===== config.mk =====
export PLATFORM = sky130hd
export DESIGN_NAME = odd_parity_serial_tx
export DESIGN_NICKNAME = d
export VERILOG_FILES = /design/src/rtl/odd_parity_serial_tx.sv
export SDC_FILE = /design/constraint.sdc
export NUM_CORES = 1
export LEC_CHECK = 0
export CORE_UTILIZATION = 50
export CTS_CLUSTER_DIAMETER = 100
export CTS_CLUSTER_SIZE = 12
export DETAILED_ROUTE_END_ITERATION = 16
export GPL_TIMING_DRIVEN = 0
export PLACE_DENSITY = 0.78
export SLEW_MARGIN = 20
export SYNTH_ARGS = -nofsm -noshare
export SYNTH_HDL_FRONTEND = slang
export SYNTH_SLANG_ARGS = --single-unit

===== constraint.sdc =====
create_clock -name clk -period 5.7 [get_ports clk]
set_clock_uncertainty 0.1 [all_clocks]
set_input_delay 1.14 -clock clk [delete_from_list [all_inputs] [get_ports clk]]
set_output_delay 1.14 -clock clk [all_outputs]
set_load 0.05 [all_outputs]

===== src/rtl/odd_parity_serial_tx.sv =====
// odd_parity_serial_tx: frames a nibble plus its odd-parity bit onto a serial line.
// Frame is start(0), data LSB-first, parity, stop(1); each bit lasts CLKS_PER_BIT clocks.
//
// Ports:
//   clk        system clock, rising edge
//   rst_n      asynchronous active-low reset
//   data_in    nibble to transmit
//   parity_in  odd-parity bit supplied with data_in
//   valid_in   data_in/parity_in valid
//   ready_out  high in IDLE; a transfer is valid_in && ready_out
//   tx_out     registered serial line, idles high
//   busy       a frame is in progress
//   parity_err one-cycle pulse, aligned with the start bit, when parity_in
//              disagrees with the odd parity of data_in
//
// Optional build macro: ODD_PARITY_SELFCHECK_EN enables the parity self-check.
// Without it parity_err is tied low and no check logic exists.
// DATA_W must stay 4 to match the upstream parity generator.

module odd_parity_serial_tx #(
  parameter int DATA_W       = 4,
  parameter int CLKS_PER_BIT = 4
) (
  input  logic              clk,
  input  logic              rst_n,
  input  logic [DATA_W-1:0] data_in,
  input  logic              parity_in,
  input  logic              valid_in,
  output logic              ready_out,
  output logic              tx_out,
  output logic              busy,
  output logic              parity_err
);

  localparam int TW =
    (CLKS_PER_BIT > 1) ? $clog2(CLKS_PER_BIT) : 1;
  localparam int IW = $clog2(DATA_W);

  localparam logic [TW-1:0] TMAX =
    TW'(CLKS_PER_BIT - 1);
  localparam logic [IW-1:0] IMAX =
    IW'(DATA_W - 1);

  typedef enum logic [2:0] {
    S_IDLE,
    S_START,
    S_DATA,
    S_PAR,
    S_STOP
  } state_t;

  state_t            state_q;
  state_t            state_d;
  logic [TW-1:0]     tmr_q;
  logic [TW-1:0]     tmr_d;
  logic [IW-1:0]     idx_q;
  logic [IW-1:0]     idx_d;
  logic [DATA_W-1:0] shreg_q;
  logic [DATA_W-1:0] shreg_d;
  logic              par_q;
  logic              par_d;
  logic              tx_d;
  logic              xfer;
  logic              bit_end;

  assign ready_out = (state_q == S_IDLE);
  assign busy      = (state_q != S_IDLE);
  assign xfer      = valid_in && ready_out;
  assign bit_end   = (tmr_q == TMAX);

  // State register. tx_out is registered from the next-state
  // view so the start bit appears in the cycle after the
  // transfer edge, together with busy.
  always_ff @(posedge clk or negedge rst_n) begin
    if (!rst_n) begin
      state_q <= S_IDLE;
      tmr_q   <= '0;
      idx_q   <= '0;
      shreg_q <= '0;
      par_q   <= 1'b0;
      tx_out  <= 1'b1;
    end else begin
      state_q <= state_d;
      tmr_q   <= tmr_d;
      idx_q   <= idx_d;
      shreg_q <= shreg_d;
      par_q   <= par_d;
      tx_out  <= tx_d;
    end
  end

  // Next-state logic. Inputs are only sampled on a transfer,
  // so X on data_in/parity_in outside a transfer stays out of
  // the state.
  always_comb begin
    state_d = state_q;
    tmr_d   = tmr_q;
    idx_d   = idx_q;
    shreg_d = shreg_q;
    par_d   = par_q;

    if (state_q != S_IDLE) begin
      tmr_d = bit_end ? '0 : tmr_q + TW'(1);
    end

    unique case (state_q)
      S_IDLE: begin
        if (xfer) begin
          state_d = S_START;
          shreg_d = data_in;
          par_d   = parity_in;
          idx_d   = '0;
          tmr_d   = '0;
        end
      end
      S_START: begin
        if (bit_end) begin
          state_d = S_DATA;
        end
      end
      S_DATA: begin
        if (bit_end) begin
          if (idx_q == IMAX) begin
            state_d = S_PAR;
            idx_d   = '0;
          end else begin
            idx_d = idx_q + IW'(1);
          end
        end
      end
      S_PAR: begin
        if (bit_end) begin
          state_d = S_STOP;
        end
      end
      S_STOP: begin
        if (bit_end) begin
          state_d = S_IDLE;
        end
      end
      default: begin
        state_d = S_IDLE;
      end
    endcase
  end

  // Line value for the coming cycle.
  always_comb begin
    tx_d = 1'b1;
    unique case (1'b1)
      (state_d == S_START): tx_d = 1'b0;
      (state_d == S_DATA):  tx_d = shreg_d[idx_d];
      (state_d == S_PAR):   tx_d = par_d;
      default:              tx_d = 1'b1;
    endcase
  end

`ifdef ODD_PARITY_SELFCHECK_EN
  logic perr_q;

  // Registered so the pulse lines up with the start bit.
  always_ff @(posedge clk or negedge rst_n) begin
    if (!rst_n) begin
      perr_q <= 1'b0;
    end else begin
      perr_q <= xfer && ((~^data_in) != parity_in);
    end
  end

  assign parity_err = perr_q;
`else
  assign parity_err = 1'b0;
`endif

endmodule


==> results of run 1 <==
[area by class of cell]
cell class,instances,area [sq um],share of cell area
timing repair buffer,10,100,0.118
tap,15,18.8,0.0221
sequential,13,327,0.384
clock buffer,4,26.3,0.0309
buffer,4,31.3,0.0368
multi-input combinational,44,335,0.395
inverter,3,11.3,0.0133
[cells by family after synthesis]
logic type,Yosys count,synth area share
buffers and inverters,7,0.0604
other,1,0.00532
XOR/XNOR,1,0.0124
AO/OA/AOI/OAI,10,0.0852
AND/OR/NAND/NOR,21,0.190
adder cells (fa/ha/maj),3,0.0533
multiplexers,8,0.130
flip-flops,13,0.464
[state kept, by name, summed over array words and instances (netlist names)]
| register | count |
|---|---|
| idx_q | 2 |
| shreg_q | 4 |
| par_q | 1 |
| state_q | 3 |
| tx_out | 1 |
| tmr_q | 2 |
[cell usage after synthesis]
| cell type | number | area share |
|---|---|---|
| dfrtp_1 | 12 | 0.43 |
| nor2_1 | 6 | 0.032 |
| mux2_1 | 5 | 0.080 |
| nand2_1 | 4 | 0.021 |
| a21oi_1 | 3 | 0.021 |
| ha_1 | 3 | 0.053 |
| inv_1 | 3 | 0.016 |
| nand3b_1 | 3 | 0.032 |
| o21ai_0 | 3 | 0.021 |
| buf_4 | 2 | 0.021 |
| nand3_1 | 2 | 0.014 |
| nor3_1 | 2 | 0.014 |
| o31ai_1 | 2 | 0.021 |
| a2111oi_0 | 1 | 0.012 |
| a31oi_1 | 1 | 0.0089 |
| and3_2 | 1 | 0.011 |
| and4bb_4 | 1 | 0.023 |
| buf_2 | 1 | 0.0071 |
| buf_6 | 1 | 0.016 |
| conb_1 | 1 | 0.0053 |
| dfstp_2 | 1 | 0.037 |
| mux2_2 | 1 | 0.016 |
| mux2i_1 | 1 | 0.014 |
| mux2i_2 | 1 | 0.020 |
| nand4_1 | 1 | 0.0089 |
| nor4b_4 | 1 | 0.034 |
| xor2_1 | 1 | 0.012 |
[worst max path at each step]
stage | to | slack (ps) | cells past startpoint
after floorplan | busy | 2000 | 3
after global placement | ready_out | 2580 | 3
after detailed placement | ready_out | 2550 | 3
after CTS | ready_out | 2220 | 3
after global routing | ready_out | 2110 | 3
final | ready_out | 2250 | 3
[through the flow]
step | total power [W] | instance area, sq um | util
2_1_floorplan | 0.000356 | 704 | -
6_report | 0.000474 | 850 | 0.653
3_3_place_gp | 0.000405 | 823 | 0.633
5_1_grt | 0.000508 | 850 | 0.653
4_1_cts | 0.000480 | 850 | 0.653
3_5_place_dp | 0.000420 | 823 | 0.633
[worst reg2reg max path, delay by kind of cell (launching register included)]
family	cells	cell delay, ps
muxes	2	600
DFF	1	410
AOI/OAI and AO/OA	2	340
and+or+nand+nor	1	280
adders and majority gates	1	250
[layer usage]
| metal | vias to the layer above | GRT usage |
|---|---|---|
| li1 | 253 | - |
| met1 | 240 | 0.235 |
| met2 | 10 | 0.307 |
| met3 | 5 | 0.0511 |
| met4 | 0 | 0.129 |
| met5 | - | 0 |
[report_power, final]
| part | total, W | internal (W) | switching [W] |
|---|---|---|---|
| registers | 0.000165 | 0.000140 | 0.0000247 |
| logic | 0.000251 | 0.000104 | 0.000147 |
| clock network | 0.0000577 | 0.0000272 | 0.0000305 |
==> summary.txt, run 1 <==
Outcome = finished, final reports clean
Die Span X = 39.5 um
CTS tree = yes
CP top delay family = buffers and inverters
Die height = 39.5 um
IO Pins = 12
Final HPWL DP = 888 um
Synth-to-Final Area Change = 20.6%
Clock latency on the worst-skew pair = 280 ps
Routed wl met3 = 46 um
Iter 0 DRT Violations = 15
Syn_area_per_cell = 11.0 sq um
Largest net degree at the start of global routing = 14
Critical Path Start = state_q[2]
Grt total ovfl = 0
Initial antenna violation count = 0
Reg2reg setup slack = 3650 ps
Synthesized area = 704 sq um
CP Class = register to output port
Hold slack final = 387 ps
Most frequent cells in the layout = dfrtp_1, clkdlybuf4s50_1, nor2_1, mux2_1, nand2_1
CTS Buf Count = 3
GP Congestion = 0.674
Leakage = 0.372 nW
Crit path capture type = output port
FILL cells = 118
Worst EP arrival = 2210 ps
Setup TNS = 0 ps
# hold bufs at CTS = 0
Sequence of cells on the critical path = buf_4 -> nor3_1 -> clkdlybuf4s50_1
Fin crit period = 3450 ps
Hold Crit Class = register to register
Die ar. = 1560 sq um
Vias in the first global route = 466
Finished Layout Cells = 93
Peak VDD IR = 0.276 mV
Vias = 508
Row cnt = 13
Post-detailed-route wirelength per cell = 12.9 um
Clock-pin slew on the worst setup and hold paths = 80 ps
CTS H-Tree Depth = 1
Fin crit share = 0.606
# resized after CTS = 0
IO buf count = 10
RSZ-0062 raised after global routing = false
Final setup viols = 0
Cell variety after synth = 27
Max stage delay cell, worst path = clkdlybuf4s50_1
R2R cell count = 6
Antenna cells = 0
CP required = 4460 ps
Final antenna-violating net count = 0
Clock sink count = 13
Max Buffers Root-to-Sink = 2
DRC viols = 0
CP startpoint kind = register
Routed WL = 1200 um
First-pass GRT wire length = 1950 um
Worst Hold Launch = shreg_q[3]
Hold Fails Final Rpt = 0
Final WS setup = 2250 ps
MaxCap Viol Count = 0
Setup repair bufs after CTS = 0
Fmax = 290 MHz
Most common cell after layout, fill and taps aside = dfrtp_1
Crit path max fanout = 9
R2r endpoint = tx_out
Slew @ Worst Pin = 591 ps
Nets = 90
Max Slew Vio Count = 0
Layout cell share with drive strength beyond 1 = 0.167
Sequential area share after synthesis = 0.464
Post-Place Worst Slack = 2550 ps
Total track usage = 0.197
Synth Instances = 64
Avg Vias per Cell = 5.46
Starting density of the core = 0.541
Max layer used = met4
Synthesized Nets = 75
DR pass1 iterations = 3
Slowest cell delay on critical path = 910 ps
Min-Delay Path Depth = 1
Worst path bufs/invs = 2
DP Cell Count = 89
Yosys synthesis warning count = 0
Relative slew slack = 0.605
Hold EP = shreg_q[3]
Reg2reg start = tmr_q[0]
WL met1 = 544 um
Metal2 WL = 573 um
Floorplan Core Area = 1300 sq um
Synth Register Bits = 13
Pwr/cell area = 558 nW/um^2
Root buffer cell = clkbuf_4
(Power assumes the default switching activity.)
==> inputs of run 2 (changes only) <==
- CORE_UTILIZATION: 50 -> 45
- PLACE_DENSITY: 0.78 -> 0.74
- clock period: 5.7 -> 3.05 ns (I/O delays scaled with it)
==> summary.txt, run 2 (same netlist as run 1, synthesis figures left out) <==
Outcome = finished, final reports clean
Most frequent cells in the layout = dfrtp_1, clkdlybuf4s50_1, nor2_1, mux2_1, nand2_1
Layout cell share with drive strength beyond 1 = 0.179 (+0.0128)
Largest registers = shreg_q (4), state_q (3)
# resized after CTS = 0 (unchanged)
Leakage = 0.373 nW (+0.36%)
Crit path to = ready_out
Crit path max fanout = 9 (unchanged)
CTS Buf Count = 3 (unchanged)
Relative slew slack = 0.616 (+0.0109)
Setup TNS = 0 ps (unchanged)
Routed WL = 1100 um (-8.2%)
Final antenna-violating net count = 0 (unchanged)
Initial antenna violation count = 0 (unchanged)
Die ar. = 1730 sq um (+11%)
Top reg by flops = shreg_q
Setup repair bufs after CTS = 0 (unchanged)
Worst Hold Launch = shreg_q[3]
R2R cell count = 6 (unchanged)
MaxCap Viol Count = 0 (unchanged)
Root buffer cell = clkbuf_4
Fin crit period = 2730 ps
Clock-pin slew on the worst setup and hold paths = 80 ps (about the same)
Floorplan Core Area = 1380 sq um (+6.3%)
Largest register FFs = 4 (unchanged)
Avg Vias per Cell = 5.31 (-2.8%)
Die Span X = 41.6 um (+5.1%)
Starting density of the core = 0.510 (-0.0318)
Largest net degree at the start of global routing = 14 (unchanged)
Worst EP arrival = 2020 ps (-190 ps)
# hold bufs at CTS = 0 (unchanged)
Max Buffers Root-to-Sink = 2 (unchanged)
First-pass GRT wire length = 2020 um (+3.9%)
Slew @ Worst Pin = 575 ps (-16.3 ps)
Max Slew Vio Count = 0 (unchanged)
CP startpoint kind = register
Crit path capture type = output port
Die height = 41.6 um (+5.1%)
CP Class = register to output port
CTS tree = yes
Synth-to-Final Area Change = 21.3%
RSZ-0062 raised after global routing = false
DRC viols = 0 (unchanged)
Fin crit share = 0.894
CTS H-Tree Depth = 1 (unchanged)
Reg2reg setup slack = 1040 ps (-2610 ps)
R2r endpoint = tx_out
Iter 0 DRT Violations = 1 (-14)
Critical Path Start = state_q[2]
Clock latency on the worst-skew pair = 270 ps (about the same)
Post-detailed-route wirelength per cell = 11.8 um (-8.2%)
IO Pins = 12 (unchanged)
DR pass1 iterations = 2 (-1)
CP required = 2340 ps (-2120 ps)
Clock sink count = 13 (unchanged)
Pwr/cell area = 1020 nW/um^2 (+83%)
Most common cell after layout, fill and taps aside = dfrtp_1
Antenna cells = 0 (unchanged)
Total track usage = 0.153 (-0.0441)
Final HPWL DP = 821 um (-7.5%)
Fmax = 367 MHz
Nets = 90 (unchanged)
Peak VDD IR = 0.445 mV (+61%)
FILL cells = 119 (+0.85%)
Vias in the first global route = 474 (+1.7%)
Grt total ovfl = 0 (unchanged)
Final setup viols = 0 (unchanged)
Hold Fails Final Rpt = 0 (unchanged)
Reg2reg start = tmr_q[0]
Power, Total = 0.000872 W (+84%)
Vias = 494 (-2.8%)
IO buf count = 10 (unchanged)
Hold Crit Class = register to register
Row cnt = 13 (unchanged)
GP Congestion = 0.773 (+15%)
==> run 2: cell counts in the layout (fill, tap and decap cells not counted) <==
No cell type changed its count.
==> run 2: routing by layer <==
layer / vias up / wire length [um] / GRT usage
met5: - / 0 / 0
met4: 0 / 34 / 0.0968
met3: 4 / 40 / 0.0261
met2: 12 / 476 / 0.225
met1: 228 / 550 / 0.208
li1: 250 / - / -
==> run 2: how the worst min path moves through the flow <==
stage	end	slack (ps)	cells past startpoint
after floorplan	idx_q[0]	210	0
after global placement	shreg_q[3]	370	1
after detailed placement	shreg_q[0]	380	1
after CTS	shreg_q[3]	400	1
after global routing	shreg_q[1]	420	1
final	shreg_q[3]	390	1
==> run 2: through the flow <==
| stage | area [sq um] | cells | util | hold slack (ps) | setup WS [ps] |
|---|---|---|---|---|---|
| final | 855 | 93 | 0.618 | 392 | 322 |
| after global routing | 855 | 93 | 0.618 | 418 | 194 |
| after CTS | 855 | 93 | 0.618 | 397 | 297 |
| after detailed placement | 828 | 89 | 0.599 | 377 | 601 |
| after global placement | 828 | 89 | 0.599 | 368 | 636 |
| after floorplan | 709 | 64 | - | 214 | 556 |
==> run 2: report_power, final <==
group	internal (W)	switching, W	total (W)
clock network	0.0000506	0.0000527	0.000103
logic	0.000196	0.000265	0.000461
registers	0.000263	0.0000453	0.000308
total	0.000509	0.000363	0.000872
==> run 2: layout make-up <==
class	count	area, sq um	area share
flip-flops and latches	13	327	0.382
plain buffers	4	31.3	0.0366
clock buffers	4	26.3	0.0307
well taps	15	18.8	0.0220
multi-input cells	44	340	0.398
repair buffers	10	100	0.117
inverters	3	11.3	0.0132
==> run 2: critical path: stages (launching register included) <==
cell             delay, ps
dfrtp_1                370
buf_4                  170
nor3_2                 340
clkdlybuf4s50_1        870
